## src/rtl/timer_ctrl.sv

```systemverilog
// Sequencer for the 17-bit ripple-counter timer: clears/enables the counter, filters its
// asynchronous output into a stable sample and raises wakeup/irq on a compare match.
module timer_ctrl #(
  parameter int unsigned WIDTH       = 17,
  parameter int unsigned CLR_CYCLES  = 2,
  parameter int unsigned MATCH_CNT_W = 8
) (
  input  logic                   clk,
  input  logic                   clr,
  input  logic                   start,
  input  logic                   stop,
  input  logic                   cfg_wr,
  input  logic [WIDTH-1:0]       cfg_cmp,
  input  logic                   cfg_periodic,
  input  logic                   irq_ack,
  input  logic [WIDTH-1:0]       cnt_val,
  output logic                   cnt_clr,
  output logic                   cnt_en,
  output logic                   wakeup,
  output logic                   irq,
  output logic                   overrun,
  output logic                   busy,
  output logic [2:0]             state,
  output logic [MATCH_CNT_W-1:0] match_cnt
);

  localparam int unsigned CW = (CLR_CYCLES > 1) ? $clog2(CLR_CYCLES) : 1;
  localparam logic [CW-1:0] ClrLast = CW'(CLR_CYCLES - 1);

  typedef enum logic [2:0] {
    StIdle  = 3'd0,
    StClear = 3'd1,
    StRun   = 3'd2,
    StMatch = 3'd3,
    StDone  = 3'd4
  } state_e;

  state_e                 state_q, state_d;
  logic [WIDTH-1:0]       cmp_act_q, cmp_act_d;
  logic [WIDTH-1:0]       cmp_pend_q, cmp_pend_d;
  logic                   per_act_q, per_act_d;
  logic                   per_pend_q, per_pend_d;
  logic [WIDTH-1:0]       s1_q, s1_d;
  logic [WIDTH-1:0]       s2_q, s2_d;
  logic [CW-1:0]          clr_cnt_q, clr_cnt_d;
  logic                   irq_q, irq_d;
  logic                   overrun_q, overrun_d;
  logic [MATCH_CNT_W-1:0] match_cnt_q, match_cnt_d;

  logic stable;
  logic in_match;

  // Two equal consecutive samples mean the ripple counter had settled.
  assign stable   = (s1_q == s2_q);
  assign in_match = (state_q == StMatch);

  always_comb begin
    state_d     = state_q;
    cmp_act_d   = cmp_act_q;
    cmp_pend_d  = cmp_pend_q;
    per_act_d   = per_act_q;
    per_pend_d  = per_pend_q;
    s1_d        = s1_q;
    s2_d        = s2_q;
    clr_cnt_d   = '0;
    irq_d       = in_match | (irq_q & ~irq_ack);
    overrun_d   = (in_match & irq_q) | (overrun_q & ~irq_ack);
    match_cnt_d = in_match ? match_cnt_q + MATCH_CNT_W'(1) : match_cnt_q;

    case (state_q)
      StIdle:  if (start) state_d = StClear;
      StClear: if (clr_cnt_q == ClrLast) state_d = StRun;
      StRun:   if (stable && (s2_q >= cmp_act_q)) state_d = StMatch;
      StMatch: state_d = per_act_q ? StClear : StDone;
      StDone:  if (start) state_d = StClear;
      default: state_d = StIdle;
    endcase
    if (stop && (state_q != StIdle)) state_d = StIdle;

    if (state_q == StClear) begin
      s1_d = '0;
      s2_d = '0;
    end else if (state_q == StRun) begin
      s1_d = cnt_val;
      s2_d = s1_q;
    end

    if ((state_q == StClear) && (state_d == StClear)) clr_cnt_d = clr_cnt_q + CW'(1);

    if (cfg_wr) begin
      cmp_pend_d = cfg_cmp;
      per_pend_d = cfg_periodic;
      if ((state_q == StIdle) || (state_q == StDone)) begin
        cmp_act_d = cfg_cmp;
        per_act_d = cfg_periodic;
      end
    end

    // Shadow config takes effect at the start of each period.
    if ((state_d == StClear) && (state_q != StClear)) begin
      cmp_act_d = cmp_pend_d;
      per_act_d = per_pend_d;
    end
  end

  always_ff @(posedge clk or negedge clr) begin
    if (!clr) begin
      state_q     <= StIdle;
      cmp_act_q   <= '1;
      cmp_pend_q  <= '1;
      per_act_q   <= 1'b0;
      per_pend_q  <= 1'b0;
      s1_q        <= '0;
      s2_q        <= '0;
      clr_cnt_q   <= '0;
      irq_q       <= 1'b0;
      overrun_q   <= 1'b0;
      match_cnt_q <= '0;
    end else begin
      state_q     <= state_d;
      cmp_act_q   <= cmp_act_d;
      cmp_pend_q  <= cmp_pend_d;
      per_act_q   <= per_act_d;
      per_pend_q  <= per_pend_d;
      s1_q        <= s1_d;
      s2_q        <= s2_d;
      clr_cnt_q   <= clr_cnt_d;
      irq_q       <= irq_d;
      overrun_q   <= overrun_d;
      match_cnt_q <= match_cnt_d;
    end
  end

  // Counter controls decode from state only, so reset drops cnt_clr immediately.
  assign cnt_clr   = (state_q == StRun) || (state_q == StMatch) || (state_q == StDone);
  assign cnt_en    = (state_q == StRun) || (state_q == StMatch);
  assign wakeup    = in_match;
  assign busy      = (state_q == StClear) || (state_q == StRun) || (state_q == StMatch);
  assign state     = state_q;
  assign irq       = irq_q;
  assign overrun   = overrun_q;
  assign match_cnt = match_cnt_q;

endmodule

```

## config.mk

```make
export PLATFORM = sky130hd
export DESIGN_NAME = timer_ctrl
export DESIGN_NICKNAME = d
export VERILOG_FILES = /design/src/rtl/timer_ctrl.sv
export SDC_FILE = /design/constraint.sdc
export NUM_CORES = 1
export LEC_CHECK = 0
export ABC_AREA = 1
export CAP_MARGIN = 40
export CELL_PAD_IN_SITES_DETAIL_PLACEMENT = 0
export CELL_PAD_IN_SITES_GLOBAL_PLACEMENT = 1
export CORE_MARGIN = 4
export CORE_UTILIZATION = 45
export DETAILED_ROUTE_END_ITERATION = 6
export GPL_TIMING_DRIVEN = 0
export PLACE_DENSITY_LB_ADDON = 0.2
export RECOVER_POWER = 25
export SYNTH_ARGS = -nofsm -noshare
export SYNTH_HDL_FRONTEND = slang
export SYNTH_SLANG_ARGS = --single-unit
export TNS_END_PERCENT = 20
```

## constraint.sdc

```tcl
create_clock -name clk -period 3.04 [get_ports clk]
set_input_delay 0.304 -clock clk [delete_from_list [all_inputs] [get_ports clk]]
set_output_delay 0.304 -clock clk [all_outputs]
set_load 0.01 [all_outputs]
```

==> flow_summary.yaml <==
setup_path:
  r2r-end: "cmp_act_q[6]"
  rrSetupSlack_ns: 0.76
  worst_ep_required_time_ns: 2.74
  path_class: "reg2out"
  startpoint: "state[2]"
  end_kind: "output pin"
  timing.rr.start: "cmp_act_q[12]"
  r2r_cells: 14
  path_max_fanout: 6
  worstPathArrival_ns: 1.99
  startpoint_type: "register"
  cp-endpoint: "wakeup"
timing:
  grt_setup_unrepaired: "no"
  min_period_over_period_pct: 75.5
  hold_violations: 0
  period_minus_slack_ns: 2.29
  worst_slew_pin_slew_ns: 1.86
  fin_ws_ns: 0.745
  max_freq_ghz: 0.436
  slew_viol_final: 32
  relSlewSlack_pct: -24.2
  fin_worst_skew_ns: 0.0111
  finalSetupViolCount: 0
clocking:
  cts_buffers: 9
  cts_resized: 0
  clock-sinks: 84
  clock_path_buffers: 2
  cts_setup_buffers: 0
  cts-root-buf: "clkbuf_8"
  tritoncts: "done"
  clk_transition_reported_paths_ns: 0.09
  htreeDepth: 3
  insertion_delay_ns: 0.35
cells_and_area:
  final_common_cell: "nand2_1"
  final_area_sq_um: 5410
  fillers: 952
  area_growth_pct: 21.6
  final_layout_size_suffix_gt1_share_pct: 15.2
  antennaDiodeCount: 0
  final_cell_mix: "nand2_1 (87), inv_1 (85), nor2_1 (59)"
  layout.nets: 667
  final_core_util_pct: 55.9
grt:
  gr-usage-met1_pct: 25.3
  busiest_layer: "met2"
  use_met2_pct: 30.7
  grt_max_degree: 54
  grt_pass1_wl_mm: 16.9
  grt_usage_pct: 18.5
  grt_overflow: 0
  grt_pass1_vias: 3508
  met3_usage_pct: 3.00
  antenna_found_initial: 0
synthesis:
  synth.area.top_cells: "dfrtp_1 (28%), dfstp_2 (20%), nand2_1 (7.3%), inv_1 (7.2%), nand3_1 (5.2%)"
  netlist_area_sq_um: 4450
  syn_inst: 539
  synth_nets: 598
  synth_top_area_cell: "dfrtp_1"
  synth.distinct_cells: 31
  ys_warn_count: 0
  ys_seq_area_share_pct: 48.2
  postSynthAreaPerCell_sq_um: 8.26
  ys_ff_latch: 84
  synth_top_area_share_pct: 28.1
power:
  ir_drop_uv: 357
  sw_frac_of_total_pct: 40.0
  power.switching_w: 0.00171
  clockPowerShare_pct: 18.9
  p_int_w: 0.00256
  power_leakage_nw: 2.57
  p_seq_share_pct: 38.4
  finalPower_w: 0.00427
  powerDensity_nw_per_um2: 789
  pwr-share-comb_pct: 42.7
placed_design:
  gp_congestion: 0.795
  dp_hpwl_mm: 7.56
  placed_area_sq_um: 5200
  pre_cts_slack_ns: 0.743
  numPortBuffers: 56
drt:
  dr.pass1.iters: 4
  num_vias: 3596
  drc: 0
  wirelength_mm: 9.95
  drt_iter0_drc: 114
  wl_per_cell_microns: 13.3
  antenna_left: 0
  viasPerCell: 4.82
die:
  num_io_pins: 58
  die_w_microns: 107
  rows: 36
  start_util_pct: 46.0
  die_h_microns: 107
  die_area_sq_um: 11600
  core-area_sq_um: 9680
min_path:
  min_path_type: "in2reg"
  hold_path_depth: 3
job:
  drv_cap: 1
outcome:
  status: "finished, violations left"
  violations: "max-capacitance violations, max-slew violations"
[area by class of cell]
class / instances / area [sq um] / share of cell area (%)
clock inverter: 6 / 63.8 / 1.18
clock buffer: 10 / 138 / 2.54
inverter: 93 / 349 / 6.45
sequential: 84 / 2140 / 39.6
multi-input combinational: 339 / 1830 / 33.9
timing repair buffer: 58 / 592 / 10.9
tap: 133 / 166 / 3.07
buffer: 23 / 126 / 2.33
[registers in the layout, indices dropped and copies added, names as in the netlist, 3 cells and up]
signal and count:
s2_q 17, state 3, cmp_pend_q 17, s1_q 17
match_cnt 8, cmp_act_q 17
[synth_stat cells (all sizes together)]
master,count
a31oi,1
nand3,53
inv,93
a21o,1
dfstp,34
o22ai,13
nor3,2
a21oi,27
xnor2,3
nand2,101
nand4,21
ha,18
xor2,10
or2,1
dfrtp,50
clkbuf,13
nor2,61
o21ai,27
buf,10
[worst min-delay path by stage]
stage	start	endpoint	slack [ns]
CTS	cfg_wr	cmp_pend_q[0]	0.36
global route	cfg_wr	cmp_pend_q[2]	0.39
finish	cfg_wr	cmp_pend_q[0]	0.38
detailed placement	clr	match_cnt[5]	0.28
floorplan	clr	clr_cnt_q	0.008
global placement	match_cnt[7]	match_cnt[7]	0.46
[worst max-delay path, cell delays in order (launching register included)]
cell,delay (ns)
dfrtp_1,0.47
inv_2,0.09
nand2_2,0.08
nor2_1,0.38
clkdlybuf4s50_1,0.63
[kinds of logic (layout without fill, tap and decap cells)]
kind of cell    after synthesis  count (layout)  synth area share, %
simple gates                239             239                 25.2
buf+inv                     116             190                 10.7
flops                        84              84                 48.2
compound gates               69              69                 8.37
fa+ha+maj                    18              18                 5.06
xor+xnor                     13              13                 2.56
[power by group through the flow]
stage	sequential [W]	combinational, W	clock (W)
final	0.00164	0.00183	0.000807
after global routing	0.00168	0.00208	0.000883
after CTS	0.00164	0.00185	0.000828
after global placement	0.00165	0.00180	0
after detailed placement	0.00166	0.00184	0
after floorplan	0.00163	0.00130	0
[repair_timing]
action | 4_1_cts | 5_1_grt
hold endpoints to repair | 28 | 0
hold buffers | 1 | 0
endpoints found under the setup margin | 0 | 0
[metal layers]
layer	vias up	share of wire (%)
li1	1855	-
met1	1680	48
met2	52	48
met3	9	3.2
met4	0	0.96
met5	-	0
[stage by stage]
stage,hold slack (ns),TNS [ns],cells
final,0.375,0,746
after global routing,0.385,0,746
after CTS,0.356,0,746
after detailed placement,0.279,0,729
after global placement,0.460,-76.75,728
after floorplan,0.00841,0,539
(Power assumes the default switching activity.)
